--- src/rtl/mdu_pkg.sv ---
// Shared encodings for the iterative multiply/divide unit.
// No logic. Imported by the top and the iteration step.
// Build option: MDU_SIGNED_EN adds two's complement operands to the top.
package mdu_pkg;

  localparam logic OP_MUL = 1'b0;
  localparam logic OP_DIV = 1'b1;

  typedef enum logic [1:0] {
    S_IDLE = 2'd0,
    S_CALC = 2'd1,
    S_DONE = 2'd2
  } state_t;

endpackage

--- src/rtl/mdu_iter_step.sv ---
// One radix-2 iteration: shift-add multiply (LSB first) or restoring divide (MSB first).
// Latency: combinational, zero cycles.
// Backpressure: none; the caller decides when to register the result.
module mdu_iter_step
  import mdu_pkg::*;
#(
  parameter int WIDTH = 8
) (
  input  logic             op,
  input  logic [WIDTH-1:0] hi,      // MUL: partial product high half; DIV: partial remainder
  input  logic [WIDTH-1:0] lo,      // MUL: remaining multiplier bits; DIV: dividend bits / quotient
  input  logic [WIDTH-1:0] m,       // MUL: multiplicand; DIV: divisor
  output logic [WIDTH-1:0] hi_nxt,
  output logic [WIDTH-1:0] lo_nxt
);

  logic [WIDTH:0] sum;
  logic [WIDTH:0] shifted;

  // Select one multiply or one divide step from the current accumulator pair.
  always_comb begin
    sum     = {1'b0, hi} + (lo[0] ? {1'b0, m} : '0);
    shifted = {hi, lo[WIDTH-1]};
    hi_nxt  = '0;
    lo_nxt  = '0;
    if (op == OP_MUL) begin
      // The carry of the add drops into the top of the shifted product.
      {hi_nxt, lo_nxt} = {sum, lo[WIDTH-1:1]};
    end else if (shifted >= {1'b0, m}) begin
      hi_nxt = WIDTH'(shifted - {1'b0, m});
      lo_nxt = {lo[WIDTH-2:0], 1'b1};
    end else begin
      hi_nxt = shifted[WIDTH-1:0];
      lo_nxt = {lo[WIDTH-2:0], 1'b0};
    end
  end

endmodule

--- src/rtl/seq_mult_div.sv ---
// Iterative WIDTH-bit multiply (2*WIDTH product) or divide (quotient/remainder), one step per clock.
// Latency: out_valid rises WIDTH+1 edges after accept; divide-by-zero after 1 edge.
// Backpressure: result held while out_ready=0; in_ready only in IDLE. Option: MDU_SIGNED_EN.
module seq_mult_div
  import mdu_pkg::*;
#(
  parameter int WIDTH = 8
) (
  input  logic             clk,
  input  logic             rst_n,
  input  logic             in_valid,
  output logic             in_ready,
  input  logic             op,
`ifdef MDU_SIGNED_EN
  input  logic             is_signed,
`endif
  input  logic [WIDTH-1:0] a,
  input  logic [WIDTH-1:0] b,
  output logic             out_valid,
  input  logic             out_ready,
  output logic [WIDTH-1:0] res_lo,
  output logic [WIDTH-1:0] res_hi,
  output logic             div_by_zero
);

  localparam int CW = (WIDTH > 2) ? $clog2(WIDTH) : 1;
  localparam logic [CW-1:0] LAST = CW'(WIDTH - 1);

  state_t           state;
  logic [CW-1:0]    count;
  logic             op_r;
  logic [WIDTH-1:0] m_r;
  logic [WIDTH-1:0] hi_r;
  logic [WIDTH-1:0] lo_r;
  logic             neg_lo;   // negate product / quotient at the end
  logic             neg_hi;   // negate remainder at the end (dividend sign)

  logic             sgn;
  logic             a_neg, b_neg;
  logic [WIDTH-1:0] a_mag, b_mag;
  logic [WIDTH-1:0] step_hi, step_lo;
  logic [2*WIDTH-1:0] prod_abs, prod_fix;
  logic [WIDTH-1:0] q_fix, r_fix;

`ifdef MDU_SIGNED_EN
  assign sgn = is_signed;
`else
  assign sgn = 1'b0;
`endif

  // Operand magnitudes: the iteration always runs unsigned, signs are reapplied at the end.
  // The most negative value maps onto itself, which is the correct unsigned magnitude.
  always_comb begin
    a_neg = sgn & a[WIDTH-1];
    b_neg = sgn & b[WIDTH-1];
    a_mag = a_neg ? -a : a;
    b_mag = b_neg ? -b : b;
  end

  mdu_iter_step #(.WIDTH(WIDTH)) u_step (
    .op     (op_r),
    .hi     (hi_r),
    .lo     (lo_r),
    .m      (m_r),
    .hi_nxt (step_hi),
    .lo_nxt (step_lo)
  );

  // Sign correction of the final step's result, used on the CALC->DONE transition.
  always_comb begin
    prod_abs = {step_hi, step_lo};
    prod_fix = neg_lo ? -prod_abs : prod_abs;
    q_fix    = neg_lo ? -step_lo : step_lo;
    r_fix    = neg_hi ? -step_hi : step_hi;
  end

  // Control FSM with operand/accumulator registers and registered handshake outputs.
  always_ff @(posedge clk) begin
    if (!rst_n) begin
      state       <= S_IDLE;
      count       <= '0;
      op_r        <= OP_MUL;
      m_r         <= '0;
      hi_r        <= '0;
      lo_r        <= '0;
      neg_lo      <= 1'b0;
      neg_hi      <= 1'b0;
      in_ready    <= 1'b1;
      out_valid   <= 1'b0;
      res_lo      <= '0;
      res_hi      <= '0;
      div_by_zero <= 1'b0;
    end else begin
      case (state)
        S_IDLE: begin
          if (in_valid) begin
            in_ready <= 1'b0;
            op_r     <= op;
            count    <= '0;
            hi_r     <= '0;
            neg_lo   <= a_neg ^ b_neg;
            neg_hi   <= (op == OP_MUL) ? (a_neg ^ b_neg) : a_neg;
            if (op == OP_DIV && b == '0) begin
              // No iterations needed: the raw dividend is reported as remainder.
              state       <= S_DONE;
              res_lo      <= '0;
              res_hi      <= a;
              div_by_zero <= 1'b1;
            end else begin
              state       <= S_CALC;
              div_by_zero <= 1'b0;
              m_r         <= (op == OP_MUL) ? a_mag : b_mag;
              lo_r        <= (op == OP_MUL) ? b_mag : a_mag;
            end
          end
        end
        S_CALC: begin
          hi_r  <= step_hi;
          lo_r  <= step_lo;
          count <= count + CW'(1);
          if (count == LAST) begin
            state <= S_DONE;
            count <= '0;
            if (op_r == OP_MUL) begin
              {res_hi, res_lo} <= prod_fix;
            end else begin
              res_lo <= q_fix;
              res_hi <= r_fix;
            end
          end
        end
        S_DONE: begin
          // First DONE cycle publishes the result; out_ready only counts once it is visible.
          if (!out_valid) begin
            out_valid <= 1'b1;
          end else if (out_ready) begin
            out_valid <= 1'b0;
            in_ready  <= 1'b1;
            state     <= S_IDLE;
          end
        end
        default: begin
          state    <= S_IDLE;
          in_ready <= 1'b1;
        end
      endcase
    end
  end

endmodule

--- config.mk ---
export PLATFORM = sky130hd
export DESIGN_NAME = seq_mult_div
export DESIGN_NICKNAME = d
export VERILOG_FILES = /design/src/rtl/mdu_pkg.sv /design/src/rtl/mdu_iter_step.sv /design/src/rtl/seq_mult_div.sv
export SDC_FILE = /design/constraint.sdc
export NUM_CORES = 1
export LEC_CHECK = 0
export CORE_MARGIN = 3
export CORE_UTILIZATION = 41
export DETAILED_ROUTE_END_ITERATION = 12
export DONT_BUFFER_PORTS = 1
export GPL_ROUTABILITY_DRIVEN = 1
export PLACE_DENSITY = 0.54
export RECOVER_POWER = 100
export SYNTH_ARGS = -nofsm -noshare
export SYNTH_HDL_FRONTEND = slang
export SYNTH_SLANG_ARGS = --single-unit
--- constraint.sdc ---
create_clock -name clk -period 2.25 [get_ports clk]
set_clock_uncertainty 0.05 [all_clocks]
set_input_delay 0.45 -clock clk [delete_from_list [all_inputs] [get_ports clk]]
set_output_delay 0.45 -clock clk [all_outputs]
set_load 0.05 [all_outputs]
==> impl_metrics.env <==
export IMPL_period_needed_ns=2.29
export IMPL_cts_buffer_depth=2
export IMPL_clock_fmax_ghz=0.436
export IMPL_die_x_um=95.0
export IMPL_rows=31
export IMPL_drt_iter0_markers=131
export IMPL_ir_drop_mv=0.255
export IMPL_first_pass_iters=4
export IMPL_crit_path_cell_trace="inv_1 > ha_4 > nand3_2 > o221ai_2 > a21o_1 > mux2_4 > a31oi_2 > buf_4 > a31oi_1"
export IMPL_detailroute_via_count=2876
export IMPL_cts_sink_count=49
export IMPL_report_final_hold_viol_count=0
export IMPL_timing_max_cap_violations=0
export IMPL_async_reset_ff_share_pct=0
export IMPL_finalMaxSlewViolations=0
export IMPL_cts_hold_buf=0
export IMPL_dpl_worst_slack_ns=-0.107
export IMPL_fin_nets=446
export IMPL_timing_worst_setup_path_type="flop to flop"
export IMPL_worstReg2RegEnd="res_hi[2]"
export IMPL_synth_common_cells="49 x sky130_fd_sc_hd__dfxtp_1, 40 x sky130_fd_sc_hd__mux2i_1, 30 x sky130_fd_sc_hd__nand2_1"
export IMPL_pin_count=40
export IMPL_initial_core_util_pct=43.4
export IMPL_run_status="finished, violations left"
export IMPL_synth_main_ff_cell="sky130_fd_sc_hd__dfxtp_1"
export IMPL_postLayoutCellArea_um2=3950
export IMPL_postLayoutCoreUtil_pct=52.7
export IMPL_drt_drc_violations_left=0
export IMPL_cts_max_level=2
export IMPL_wl_per_cell_um=18.7
export IMPL_mappedNetlistArea_um2=3250
export IMPL_cp_data_required_time_ns=2.38
export IMPL_synthesis_nets=409
export IMPL_dp_final_hpwl_um=7150
export IMPL_ys_warn_count=0
export IMPL_cp_start_kind="flop"
export IMPL_slew_headroom_pct=43.1
export IMPL_ys_seq_area_share_pct=30.2
export IMPL_die_h_um=95.0
export IMPL_design_die_area_um2=9030
export IMPL_finalSetupViolCount=5
export IMPL_synth_edff_count=0
export IMPL_worstPathMaxFanout=6
export IMPL_holdCritPathClass="input port to flop"
export IMPL_hold_wc_startpoint="rst_n"
export IMPL_synth_top_area_share_pct=30.2
export IMPL_grt_first_pass_wirelength_um=14600
export IMPL_power_density_nw_per_um2=534
export IMPL_finalWirelength_um=9420
export IMPL_yosys_cell_count_top_type="sky130_fd_sc_hd__dfxtp_1"
export IMPL_grt_remaining_overflow=0
export IMPL_ratio_of_cells_with_drive_above_1_in_the_final_layout_pct=25.2
export IMPL_arrival_ns=2.42
export IMPL_first_global_vias=2809
export IMPL_critical_path_endpoint_type="flop"
export IMPL_synth_area_top_cells="sky130_fd_sc_hd__dfxtp_1 30%, sky130_fd_sc_hd__mux2i_1 12%, sky130_fd_sc_hd__ha_1 6.9%"
export IMPL_avgViaCountPerCell=5.71
export IMPL_worstRegToRegCells=9
export IMPL_worst_setup_hold_path_clk_slew_ns=0.09
export IMPL_rsz_0062_raised_after_global_routing="true"
export IMPL_slowest_delay_ns=0.34
export IMPL_yosysTopAreaCell="sky130_fd_sc_hd__dfxtp_1"
export IMPL_antenna_left=0
export IMPL_power_uw=2110
export IMPL_syn_instance_count=368
export IMPL_timing_hold_worst_endpoint="in_ready"
export IMPL_reg2reg_from="m_r[6]"
export IMPL_placedInstanceArea_um2=3630
export IMPL_antenna_violations_before_repair=0
export IMPL_ff2ff_setup_slack_ns=-0.04
export IMPL_grt_max_degree=53
export IMPL_syn2layout_area_growth_pct=21.5
export IMPL_syn_avg_cell_area_um2=8.83
export IMPL_min_delay_path_depth=1
export IMPL_cell_variety_after_synth=59
export IMPL_violations="setup timing"
export IMPL_global_route_usage_total_pct=21.2
export IMPL_whs_ns=0.199
export IMPL_period_share_pct=102
export IMPL_gp_congestion=0.961
export IMPL_placement_io_buffers=0
export IMPL_setup_slack_ns=-0.0424
export IMPL_cts_made_buffers=5
export IMPL_cts_tree="done"
export IMPL_worst_slew_pin_slew_ns=0.854
export IMPL_clk_tree_root_cell="sky130_fd_sc_hd__clkbuf_8"
export IMPL_worst_path_cell_with_the_longest_stage_delay="sky130_fd_sc_hd__dfxtp_1"
export IMPL_clock_latency_ns=0.30
export IMPL_synth_seq_cells=49
export IMPL_power_leakage_uw=0.00167
export IMPL_core_region_area_um2=7490
export IMPL_n_antenna_cell=0
-- cell usage in the layout, fill, tap and decap left out, types with 3 or more instances in the layout --
cell type and n:
sky130_fd_sc_hd__a211o_1 3, sky130_fd_sc_hd__a211oi_2 3, sky130_fd_sc_hd__a21boi_0 3, sky130_fd_sc_hd__a21boi_1 3, sky130_fd_sc_hd__a21oi_1 5, sky130_fd_sc_hd__a21oi_2 3
sky130_fd_sc_hd__a21oi_4 3, sky130_fd_sc_hd__a221o_1 3, sky130_fd_sc_hd__a31oi_1 6, sky130_fd_sc_hd__and2_1 7, sky130_fd_sc_hd__buf_4 47, sky130_fd_sc_hd__clkbuf_8 5
sky130_fd_sc_hd__dfxtp_1 43, sky130_fd_sc_hd__dfxtp_2 6, sky130_fd_sc_hd__ha_1 10, sky130_fd_sc_hd__ha_4 6, sky130_fd_sc_hd__inv_1 12, sky130_fd_sc_hd__mux2i_1 40
sky130_fd_sc_hd__nand2_1 30, sky130_fd_sc_hd__nand2b_1 3, sky130_fd_sc_hd__nand3_1 7, sky130_fd_sc_hd__nor2_1 22, sky130_fd_sc_hd__nor2b_1 21, sky130_fd_sc_hd__nor3_1 7
sky130_fd_sc_hd__nor4_1 4, sky130_fd_sc_hd__o211a_1 9, sky130_fd_sc_hd__o21a_1 3, sky130_fd_sc_hd__o21ai_0 11, sky130_fd_sc_hd__o21ai_1 7, sky130_fd_sc_hd__o21bai_1 10
sky130_fd_sc_hd__xnor2_1 4, sky130_fd_sc_hd__xor2_1 5
-- power by group --
part	switching, uW	internal (uW)
sequential	39.5	904
clock	293	324
combinational	285	265
-- logic make-up (layout without fill, tap and decap cells) --
family / Yosys count / after routing / share of synthesized area (%)
buffers and inverters: 35 / 72 / 4.97
flip-flops: 49 / 49 / 30.2
multiplexers: 44 / 44 / 13.9
XOR/XNOR: 9 / 9 / 2.42
AO/OA/AOI/OAI: 96 / 96 / 22.3
adder cells (fa/ha/maj): 20 / 20 / 8.16
AND/OR/NAND/NOR: 115 / 115 / 18.0
-- state kept, by name (all words and copies together) (netlist names), 2 cells and up --
signal	count
hi_r	8
lo_r	8
m_r	8
res_hi	8
res_lo	8
count	3
state	2
-- worst max-delay path, delay by kind of cell (launching register included) --
kind	cells	cell delay, ns
flip-flops	1	0.34
multiplexers	1	0.33
adder cells (fa/ha/maj)	1	0.32
buffers and inverters	2	0.24
AND/OR/NAND/NOR	1	0.11
AO/OA/AOI/OAI	4	0.78
-- final cells by class --
class / count / area, um2
inverter: 13 / 48.8
fill: 710 / 3540
multi-input combinational: 284 / 2290
timing repair buffer: 52 / 394
clock buffer: 5 / 68.8
clock inverter: 2 / 35.0
tap: 99 / 124
sequential: 49 / 988
-- worst max path at each step --
stage | start | end | slack (ns) | depth (start not counted)
after floorplan | lo_r[0] | res_hi[5] | 0.01 | 9
after global placement | lo_r[7] | hi_r[6] | -0.09 | 10
after detailed placement | lo_r[7] | hi_r[6] | -0.11 | 10
after CTS | lo_r[7] | hi_r[6] | -0.04 | 10
after global routing | m_r[0] | res_hi[5] | -0.15 | 10
final | m_r[6] | res_hi[2] | -0.04 | 9
-- repair_timing --
| item | CTS | global route |
|---|---|---|
| pin swaps | 8 | 12 |
| buffers inserted | 3 | 2 |
| endpoints found under the setup margin | 12 | 18 |
| gates resized for setup | 14 | 28 |
| cloned | 0 | 0 |
-- layer usage --
metal / vias up / wire length, um / GRT usage (%)
met5: - / 0 / 0
met4: 0 / 177 / 6.37
met3: 13 / 575 / 5.05
met2: 73 / 4320 / 33.0
met1: 1392 / 4340 / 29.1
li1: 1398 / - / -
-- stage by stage --
stage | cells | TNS [ns]
finish | 504 | -0.0923
global route | 504 | -1.96
CTS | 502 | -0.130
detailed placement | 492 | -0.531
global placement | 492 | -0.320
floorplan | 368 | 0
Power figures use the tool's default switching activity.
